--- src/rtl/train_sequencer_if.sv ---
// Sample-write, run-control and layer-drive signals of the training sequencer.
// The slave modport is the sequencer side; the master modport is the driving side.
interface train_sequencer_if;
  logic        wr_en;
  logic [1:0]  wr_addr;
  logic [31:0] wr_input_1;
  logic [31:0] wr_input_2;
  logic [31:0] wr_target_1;
  logic [31:0] wr_target_2;
  logic        start;
  logic        abort;
  logic [15:0] epochs;
  logic [31:0] o_2_1;
  logic [31:0] o_2_2;
  logic [31:0] input_1;
  logic [31:0] input_2;
  logic [31:0] target_1;
  logic [31:0] target_2;
  logic        update;
  logic        busy;
  logic        done;
  logic [1:0]  sample_idx;
  logic [15:0] epoch_cnt;
  logic [31:0] epoch_err;

  modport slave (
    input  wr_en, wr_addr, wr_input_1, wr_input_2, wr_target_1, wr_target_2,
    input  start, abort, epochs, o_2_1, o_2_2,
    output input_1, input_2, target_1, target_2, update, busy, done,
    output sample_idx, epoch_cnt, epoch_err
  );

  modport master (
    output wr_en, wr_addr, wr_input_1, wr_input_2, wr_target_1, wr_target_2,
    output start, abort, epochs, o_2_1, o_2_2,
    input  input_1, input_2, target_1, target_2, update, busy, done,
    input  sample_idx, epoch_cnt, epoch_err
  );
endinterface

--- src/rtl/train_sequencer.sv ---
// Epoch/sample sequencer for a small training network: presents each stored sample,
// waits for the network to settle, accumulates absolute error and strobes weight updates.
module train_sequencer #(
  parameter int SETTLE_CYCLES = 10,
  parameter int NSAMPLES      = 4
) (
  input logic              clk,
  input logic              reset,
  train_sequencer_if.slave bus
);

  localparam logic [2:0] IDLE   = 3'd0;
  localparam logic [2:0] LOAD   = 3'd1;
  localparam logic [2:0] SETTLE = 3'd2;
  localparam logic [2:0] UPDATE = 3'd3;
  localparam logic [2:0] FINISH = 3'd4;

  localparam logic [7:0] SETTLE_LAST = 8'(SETTLE_CYCLES - 1);
  localparam logic [1:0] LAST_IDX    = 2'(NSAMPLES - 1);

  // Differences are formed at 33 bits so the full signed Q8.24 range never overflows.
  function automatic logic [31:0] abs_diff(input logic [31:0] a, input logic [31:0] b);
    logic [32:0] d;
    logic [32:0] n;
    d = {a[31], a} - {b[31], b};
    n = 33'd0 - d;
    if (d[32]) begin
      abs_diff = n[31:0];
    end else begin
      abs_diff = d[31:0];
    end
  endfunction

  function automatic logic [31:0] sat_add3(input logic [31:0] a, input logic [31:0] b,
                                           input logic [31:0] c);
    logic [33:0] s;
    s = {2'b00, a} + {2'b00, b} + {2'b00, c};
    if (s[33:32] != 2'b00) begin
      sat_add3 = 32'hFFFF_FFFF;
    end else begin
      sat_add3 = s[31:0];
    end
  endfunction

  logic [2:0]  state_r;
  logic [7:0]  settle_cnt_r;
  logic [15:0] epochs_r;
  logic [31:0] acc_r;
  logic [31:0] err_next_s;
  logic [31:0] input_1_r, input_2_r, target_1_r, target_2_r;
  logic        update_r, busy_r, done_r;
  logic [1:0]  sample_idx_r;
  logic [15:0] epoch_cnt_r;
  logic [31:0] epoch_err_r;

  logic [31:0] mem_in1_r [NSAMPLES];
  logic [31:0] mem_in2_r [NSAMPLES];
  logic [31:0] mem_t1_r  [NSAMPLES];
  logic [31:0] mem_t2_r  [NSAMPLES];

  // Accumulator value including the sample currently being settled.
  always_comb begin
    err_next_s = 32'd0;
    err_next_s = sat_add3(acc_r, abs_diff(target_1_r, bus.o_2_1),
                          abs_diff(target_2_r, bus.o_2_2));
  end

  // Sample memory: writable only while the sequencer is idle.
  always_ff @(posedge clk or negedge reset) begin
    if (!reset) begin
      for (int i = 0; i < NSAMPLES; i++) begin
        mem_in1_r[i] <= 32'd0;
        mem_in2_r[i] <= 32'd0;
        mem_t1_r[i]  <= 32'd0;
        mem_t2_r[i]  <= 32'd0;
      end
    end else if (bus.wr_en && (state_r == IDLE)) begin
      mem_in1_r[bus.wr_addr] <= bus.wr_input_1;
      mem_in2_r[bus.wr_addr] <= bus.wr_input_2;
      mem_t1_r[bus.wr_addr]  <= bus.wr_target_1;
      mem_t2_r[bus.wr_addr]  <= bus.wr_target_2;
    end else begin
      mem_in1_r[0] <= mem_in1_r[0];
    end
  end

  // Main sequencer FSM with registered status and layer-drive outputs.
  always_ff @(posedge clk or negedge reset) begin
    if (!reset) begin
      state_r      <= IDLE;
      settle_cnt_r <= 8'd0;
      epochs_r     <= 16'd0;
      acc_r        <= 32'd0;
      input_1_r    <= 32'd0;
      input_2_r    <= 32'd0;
      target_1_r   <= 32'd0;
      target_2_r   <= 32'd0;
      update_r     <= 1'b0;
      busy_r       <= 1'b0;
      done_r       <= 1'b0;
      sample_idx_r <= 2'd0;
      epoch_cnt_r  <= 16'd0;
      epoch_err_r  <= 32'd0;
    end else if (bus.abort) begin
      state_r  <= IDLE;
      update_r <= 1'b0;
      busy_r   <= 1'b0;
      done_r   <= 1'b0;
      acc_r    <= 32'd0;
    end else begin
      update_r <= 1'b0;
      done_r   <= 1'b0;
      case (state_r)
        IDLE: begin
          busy_r <= 1'b0;
          if (bus.start && (bus.epochs != 16'd0)) begin
            state_r      <= LOAD;
            busy_r       <= 1'b1;
            sample_idx_r <= 2'd0;
            epoch_cnt_r  <= 16'd0;
            acc_r        <= 32'd0;
            epochs_r     <= bus.epochs;
          end else if (bus.start) begin
            done_r <= 1'b1;
          end else begin
            state_r <= IDLE;
          end
        end
        LOAD: begin
          input_1_r    <= mem_in1_r[sample_idx_r];
          input_2_r    <= mem_in2_r[sample_idx_r];
          target_1_r   <= mem_t1_r[sample_idx_r];
          target_2_r   <= mem_t2_r[sample_idx_r];
          settle_cnt_r <= 8'd0;
          state_r      <= SETTLE;
        end
        SETTLE: begin
          if (settle_cnt_r == SETTLE_LAST) begin
            acc_r    <= err_next_s;
            state_r  <= UPDATE;
            update_r <= 1'b1;
          end else begin
            settle_cnt_r <= settle_cnt_r + 8'd1;
          end
        end
        UPDATE: begin
          if (sample_idx_r != LAST_IDX) begin
            sample_idx_r <= sample_idx_r + 2'd1;
            state_r      <= LOAD;
          end else begin
            epoch_err_r <= acc_r;
            acc_r       <= 32'd0;
            epoch_cnt_r <= epoch_cnt_r + 16'd1;
            if ((epoch_cnt_r + 16'd1) == epochs_r) begin
              state_r <= FINISH;
              busy_r  <= 1'b0;
              done_r  <= 1'b1;
            end else begin
              state_r      <= LOAD;
              sample_idx_r <= 2'd0;
            end
          end
        end
        FINISH: begin
          state_r <= IDLE;
          busy_r  <= 1'b0;
        end
        default: begin
          state_r <= IDLE;
          busy_r  <= 1'b0;
        end
      endcase
    end
  end

  assign bus.input_1    = input_1_r;
  assign bus.input_2    = input_2_r;
  assign bus.target_1   = target_1_r;
  assign bus.target_2   = target_2_r;
  assign bus.update     = update_r;
  assign bus.busy       = busy_r;
  assign bus.done       = done_r;
  assign bus.sample_idx = sample_idx_r;
  assign bus.epoch_cnt  = epoch_cnt_r;
  assign bus.epoch_err  = epoch_err_r;

endmodule

--- src/flat_wrapper.sv ---
// flat-port wrapper written by rule: the top's interface ports become plain ports
module train_sequencer_flat 
#(
  parameter int SETTLE_CYCLES = 10,
  parameter int NSAMPLES      = 4
)
  (clk, reset, bus_wr_en, bus_wr_addr, bus_wr_input_1, bus_wr_input_2, bus_wr_target_1, bus_wr_target_2, bus_start, bus_abort, bus_epochs, bus_o_2_1, bus_o_2_2, bus_input_1, bus_input_2, bus_target_1, bus_target_2, bus_update, bus_busy, bus_done, bus_sample_idx, bus_epoch_cnt, bus_epoch_err);
  train_sequencer_if bus_i ();
  input logic clk;
  input logic reset;
  input wire logic [$bits(bus_i.wr_en)-1:0] bus_wr_en;
  input wire logic [$bits(bus_i.wr_addr)-1:0] bus_wr_addr;
  input wire logic [$bits(bus_i.wr_input_1)-1:0] bus_wr_input_1;
  input wire logic [$bits(bus_i.wr_input_2)-1:0] bus_wr_input_2;
  input wire logic [$bits(bus_i.wr_target_1)-1:0] bus_wr_target_1;
  input wire logic [$bits(bus_i.wr_target_2)-1:0] bus_wr_target_2;
  input wire logic [$bits(bus_i.start)-1:0] bus_start;
  input wire logic [$bits(bus_i.abort)-1:0] bus_abort;
  input wire logic [$bits(bus_i.epochs)-1:0] bus_epochs;
  input wire logic [$bits(bus_i.o_2_1)-1:0] bus_o_2_1;
  input wire logic [$bits(bus_i.o_2_2)-1:0] bus_o_2_2;
  output wire logic [$bits(bus_i.input_1)-1:0] bus_input_1;
  output wire logic [$bits(bus_i.input_2)-1:0] bus_input_2;
  output wire logic [$bits(bus_i.target_1)-1:0] bus_target_1;
  output wire logic [$bits(bus_i.target_2)-1:0] bus_target_2;
  output wire logic [$bits(bus_i.update)-1:0] bus_update;
  output wire logic [$bits(bus_i.busy)-1:0] bus_busy;
  output wire logic [$bits(bus_i.done)-1:0] bus_done;
  output wire logic [$bits(bus_i.sample_idx)-1:0] bus_sample_idx;
  output wire logic [$bits(bus_i.epoch_cnt)-1:0] bus_epoch_cnt;
  output wire logic [$bits(bus_i.epoch_err)-1:0] bus_epoch_err;
  assign bus_i.wr_en = bus_wr_en;
  assign bus_i.wr_addr = bus_wr_addr;
  assign bus_i.wr_input_1 = bus_wr_input_1;
  assign bus_i.wr_input_2 = bus_wr_input_2;
  assign bus_i.wr_target_1 = bus_wr_target_1;
  assign bus_i.wr_target_2 = bus_wr_target_2;
  assign bus_i.start = bus_start;
  assign bus_i.abort = bus_abort;
  assign bus_i.epochs = bus_epochs;
  assign bus_i.o_2_1 = bus_o_2_1;
  assign bus_i.o_2_2 = bus_o_2_2;
  assign bus_input_1 = bus_i.input_1;
  assign bus_input_2 = bus_i.input_2;
  assign bus_target_1 = bus_i.target_1;
  assign bus_target_2 = bus_i.target_2;
  assign bus_update = bus_i.update;
  assign bus_busy = bus_i.busy;
  assign bus_done = bus_i.done;
  assign bus_sample_idx = bus_i.sample_idx;
  assign bus_epoch_cnt = bus_i.epoch_cnt;
  assign bus_epoch_err = bus_i.epoch_err;
  train_sequencer #(.SETTLE_CYCLES(SETTLE_CYCLES), .NSAMPLES(NSAMPLES)) u_core (.clk(clk), .reset(reset), .bus(bus_i));
endmodule
--- config.mk ---
export PLATFORM = sky130hd
export DESIGN_NAME = train_sequencer_flat
export DESIGN_NICKNAME = d
export VERILOG_FILES = /design/src/rtl/train_sequencer_if.sv /design/src/rtl/train_sequencer.sv /design/src/flat_wrapper.sv
export SDC_FILE = /design/constraint.sdc
export NUM_CORES = 1
export LEC_CHECK = 0
export CAP_MARGIN = 10
export CORE_MARGIN = 2
export CORE_UTILIZATION = 31
export CTS_CLUSTER_DIAMETER = 50
export CTS_CLUSTER_SIZE = 20
export DETAILED_ROUTE_END_ITERATION = 6
export PLACE_DENSITY = 0.59
export SLEW_MARGIN = 20
export SYNTH_ARGS = -nofsm -noshare
export SYNTH_HDL_FRONTEND = slang
export SYNTH_SLANG_ARGS = --single-unit
export TNS_END_PERCENT = 20
--- constraint.sdc ---
create_clock -name clk -period 9.19 [get_ports clk]
set_clock_uncertainty 0.05 [all_clocks]
set_input_delay 1.3785 -clock clk [delete_from_list [all_inputs] [get_ports clk]]
set_output_delay 1.3785 -clock clk [all_outputs]
set_load 0.005 [all_outputs]
Word level (Yosys, flattened, before mapping)
Cells that the tools add are included.
W data, S select, Z words.
- flip-flop bits (word level): 752
- input port bits: 215
- output and inout port bits: 181
- logic and storage cells: 137
- $add $sub $neg: 9
- magnitude comparators: 3
- equal/unequal tests: 16
- multiplexer cells: 56
- bitwise gates (word level): 4
- reduce and logical (&&, ||, !) cells: 19
- operators by type and width (kind ; number):
    $bwmux W128 ; 4
    $mux W32 ; 16
    $bmux W32 S2 ; 4
    $pmux W32 S3 ; 1
    $sub A32 B32 Y33 ; 2
    $demux W32 S2 ; 1
    $sub A1 B32 Y32 const A ; 2
    $add A34 B32 Y34 ; 1
    $add A32 B32 Y33 ; 1
    $mux W16 ; 2
    $pmux W16 S2 ; 1
    $mux W3 ; 6
    $add A16 B1 Y16 const B ; 1
    $eq A16 B16 Y1 ; 1
    $pmux W8 S2 ; 1
    $reduce_bool A16 Y1 ; 1
    $mux W1 ; 12
    $pmux W3 S4 ; 1
    $reduce_and A3 Y1 ; 4
    $reduce_and A4 Y1 ; 3
    $ne A3 B2 Y1 const B ; 3
    $add A8 B1 Y8 const B ; 1
    $eq A8 B4 Y1 const B ; 1
    $mux W8 ; 1
    other kinds (21) ; 36

Longest topological paths before layout
- word-level depth: 10
- mapped depth: 40
- depth with buffers taken out: 37

Worst setup path before layout
OpenSTA, ideal clock, no wires.
- path type: input -> register
- start point: input bus_o_2_1[10]
- end point: register u_core.acc_r[30]
- library setup time: 132 ps
- data arrival time: 8192 ps
- required time: 9008 ps
- setup slack: 815 ps
- stages: 37
- buffers on the path: 3
- cell sequence: inv_1 -> ha_1 -> clkbuf_1 -> nand2_1 -> o211a_1 -> or2_2 -> a21oi_1 -> a21oi_1 -> a21oi_1 -> a21oi_1 -> a21oi_1 -> clkbuf_1 -> nor2_1 -> a21o_1 -> fa_1 -> nor2b_1 -> o21ai_0 -> a21boi_0 -> o211ai_1 -> a21oi_1 -> nor2_1 -> o41ai_1 -> a21o_1 -> a21oi_1 -> xnor2_1 -> ha_1 -> a21o_1 -> a21o_1 -> a21o_1 -> a21oi_1 -> nor2b_1 -> o21ai_0 -> o211ai_1 -> mux2_2 -> o21ai_1 -> buf_2 -> o211ai_1
- cells in the longest elaborated chain, start to end: 10
- ends and longest elaborated chain (element ; line ; RTL):
    start: declaration ; flat_wrapper.sv:20 ; input wire logic [$bits(bus_i.o_2_1)-1:0] bus_o_2_1;
    $sub A32 B32 Y33 * ; train_sequencer.sv:25 ; d = {a[31], a} - {b[31], b};
    $sub A1 B32 Y32 ; train_sequencer.sv:26 ; n = 33'd0 - d;
    $mux W32 * ; train_sequencer.sv:27 ; if (d[32]) begin
    $add A32 B32 Y33 * ; train_sequencer.sv:37 ; s = {2'b00, a} + {2'b00, b} + {2'b00, c};
    $add A34 B32 Y34 * ; train_sequencer.sv:37 ;
    $reduce_bool A2 Y1 ; train_sequencer.sv:38 ; if (s[33:32] != 2'b00) begin
    $mux W32 * ; train_sequencer.sv:38 ;
    $mux W32 * ; train_sequencer.sv:138 ; if (settle_cnt_r == SETTLE_LAST) begin
    $pmux W32 S3 * ; train_sequencer.sv:113 ; case (state_r)
    $mux W32 * ; train_sequencer.sv:104 ; end else if (bus.abort) begin
    end signal: assignment ; train_sequencer.sv:139 ; acc_r <= err_next_s;
    end: declaration ; train_sequencer.sv:48 ; logic [31:0] acc_r;
Mark *: on every way between the ends. The rest lies on a longest branch, timed or not. The select of a mux whose other input is x is not followed.
A chain may end at the register's enable or synchronous reset.

Worst setup path in the final report
- start point: input bus_o_2_1[1]
- end point: register u_core.acc_r[2]
The elaborated chain is that of the path after synthesis.

==> results.sh <==
export IMPL_run_status="completed"
export IMPL_nNetsFinal=4056
export IMPL_cp_max_fo=32
export IMPL_syn_area_per_cell_um2=12.1
export IMPL_hold_class="register to register"
export IMPL_synth_warnings=0
export IMPL_fin_tns_setup_ps=0
export IMPL_grt_first_pass_wirelength_um=178000
export IMPL_yosys_area_top_type="dfrtp_1"
export IMPL_final_period_utilization_pct=93.1
export IMPL_synth_seq_area_share_pct=46.9
export IMPL_grt_usage_pct=17.6
export IMPL_drt_initial_drc_count=1359
export IMPL_synthCells=3313
export IMPL_worstSetupStartpointType="primary input"
export IMPL_synth_edf_count=0
export IMPL_synth_seq_cells=752
export IMPL_netlist_area_leader_share_pct=46.9
export IMPL_ctsHoldBuffers=0
export IMPL_grt_ovfl_total=0
export IMPL_clk_pin_slew_worst_paths_ps=60
export IMPL_cts_buffers=97
export IMPL_synthDistinctLibCells=93
export IMPL_power_mw=20.2
export IMPL_slowest_stage="nor4bb_1"
export IMPL_place_congestion=0.933
export IMPL_clock_sinks=752
export IMPL_p_per_area_nw_per_um2=406
export IMPL_vias=28021
export IMPL_cts_buffer_depth=3
export IMPL_finalHoldViolCount=0
export IMPL_endpoint_kind="register"
export IMPL_num_rows=132
export IMPL_layout_commonest_cell="dfrtp_1"
export IMPL_hpwl_um=81000
export IMPL_ys_top_cells_by_area="dfrtp_1, mux2_2, mux4_2, ha_1, xnor2_1"
export IMPL_fmax_ghz=0.117
export IMPL_crit_type="primary input to register"
export IMPL_layout_common_cells="dfrtp_1, mux2_2, clkdlybuf4s50_1"
export IMPL_wl_per_cell_um=21.1
export IMPL_placeableCoreArea_um2=129000
export IMPL_fin_crit_ps=8560
export IMPL_grt_max_degree=172
export IMPL_cp_data_required_time_ps=9710
export IMPL_cts_resized=0
export IMPL_synth_cell_area_um2=40100
export IMPL_synthFlopType="dfrtp_1"
export IMPL_crit_buf_inv=3
export IMPL_ir_drop_v=0.000377
export IMPL_fillers=12445
export IMPL_synth_fp_nets=3667
export IMPL_cpPeakStageDelay_ps=510
export IMPL_crit_arrival_ps=9080
export IMPL_max_cap_violations=0
export IMPL_root_buffer="clkbuf_16"
export IMPL_first_global_vias=28741
export IMPL_antenna_found_initial=20
export IMPL_insertion_delay_ps=720
export IMPL_syn2layout_area_growth_pct=23.6
export IMPL_crit_family="compound AO/OA/AOI/OAI gates"
export IMPL_start_util_pct=31.1
export IMPL_die_area_um2=132000
export IMPL_tightest_slew_ps=1090
export IMPL_slew_violations=0
export IMPL_tritoncts="yes"
export IMPL_drt_total_wl_um=117000
export IMPL_p_leak_nw=20.9
export IMPL_async_reset_ff_share_pct=100
export IMPL_rsz0062_at_grt="no"
export IMPL_finalCoreUtilization_pct=38.5
export IMPL_layout_drive_gt1_share_pct=28.1
export IMPL_drc=0
export IMPL_vias_per_cell=5.07
export IMPL_port_buffers=395
export IMPL_ant_nets=0
export IMPL_postCtsSetupBuffers=0
export IMPL_pin_count=396
export IMPL_die_y_um=364
export IMPL_setup_viol_count_final=0
export IMPL_drt_pass1_iterations=5
export IMPL_die_w_um=364
export IMPL_maxSlewHeadroom_pct=27.3
export IMPL_cpMostUsedCell="a21oi_1"
export IMPL_htree_levels=3
[final cells by class]
type,count,area (um^2),share of cell area (%)
Timing Repair Buffer,453,4480,9.03
Antenna cell,4,10.0,0.0202
Inverter,118,443,0.893
Tap cell,1742,2180,4.39
Clock inverter,71,835,1.68
Multi-Input combinational cell,2280,20300,40.9
Clock buffer,109,2540,5.13
Sequential cell,752,18800,37.9
[routing by layer]
layer  part of all wire [%]  wire (um)  vias to the layer above  GRT usage, %
met5                   0.20        239                        -             0
met4                    2.6       2990                       34          5.48
met3                    7.0       8230                      180          5.24
met2                     46      53500                      634          28.0
met1                     44      52000                    14242          22.9
li1                       -          -                    12931             -
[per-stage QoR]
| stage | std cells | instance area (um^2) | hold slack [ps] | setup WS (ps) |
|---|---|---|---|---|
| after floorplan | 3313 | 40100 | 417 | 815 |
| after global placement | 5345 | 46200 | 412 | -93.7 |
| after detailed placement | 5345 | 46200 | 416 | -87.4 |
| after CTS | 5525 | 49600 | 427 | 628 |
| after global routing | 5525 | 49600 | 446 | 87.3 |
| final | 5529 | 49600 | 420 | 630 |
[state kept, by name, summed over array words and instances, names as in the netlist, 128 cells and up]
name,count
u_core.mem_t1_r,128
u_core.mem_in2_r,128
u_core.mem_in1_r,128
u_core.mem_t2_r,128
[synthesized netlist by cell type (all sizes together) (18+ instances only)]
library cell  number
xnor2            122
a21o              54
nor3              49
o211ai            25
a22oi             26
a31oi             21
inv              118
nand3             31
mux4             128
buf               30
a21oi            153
xor2              62
nor2             113
nand2            253
ha               135
dfrtp            752
o21a              25
and3              27
mux2             654
o21ai            122
nand4             18
a211oi            18
nor2b             19
clkbuf           133
[power by group]
part           internal, mW  total, mW  leakage [nW]  switching (mW)
Sequential             4.36       5.02          9.15           0.661
Clock                  2.25       3.94          1.63            1.69
Combinational          5.19       11.2          10.2            6.00
[worst paths after layout]
| kind | endpoint | start | slack [ps] | depth (start not counted) |
|---|---|---|---|---|
| max | u_core.acc_r[2] | bus_o_2_1[1] | 630 | 33 |
| min | u_core.bus.epoch_err[22] | u_core.bus.epoch_err[22] | 420 | 2 |
| max reg2reg | u_core.acc_r[2] | u_core.bus.target_1[3] | 1370 | 31 |
| min reg2reg | u_core.bus.epoch_err[22] | u_core.bus.epoch_err[22] | 420 | 2 |
| max in group asynchronous | u_core.bus.sample_idx[0] | reset | 6380 | 3 |
| min in group asynchronous | u_core.mem_in2_r[90] | reset | 640 | 1 |
[kinds of logic after synthesis]
logic type                 after synthesis  synth area share [%]
DFF                                    752                  46.9
and+or+nand+nor                        622                  7.53
AOI/OAI and AO/OA                      548                  8.86
adders and majority gates              139                  4.41
xor gates and xnor gates               184                  4.01
muxes                                  787                  25.6
buffers and inverters                  281                  2.67
[worst register-to-register path: cells and delay by family (launching register included)]
family / cells / cell delay (ps)
compound gates: 19 / 3340
simple gates: 4 / 1510
fa+ha+maj: 3 / 1110
xor+xnor: 3 / 710
flops: 1 / 430
mux: 1 / 300
buf+inv: 1 / 210
No activity file was read; power rests on OpenSTA's default activity.
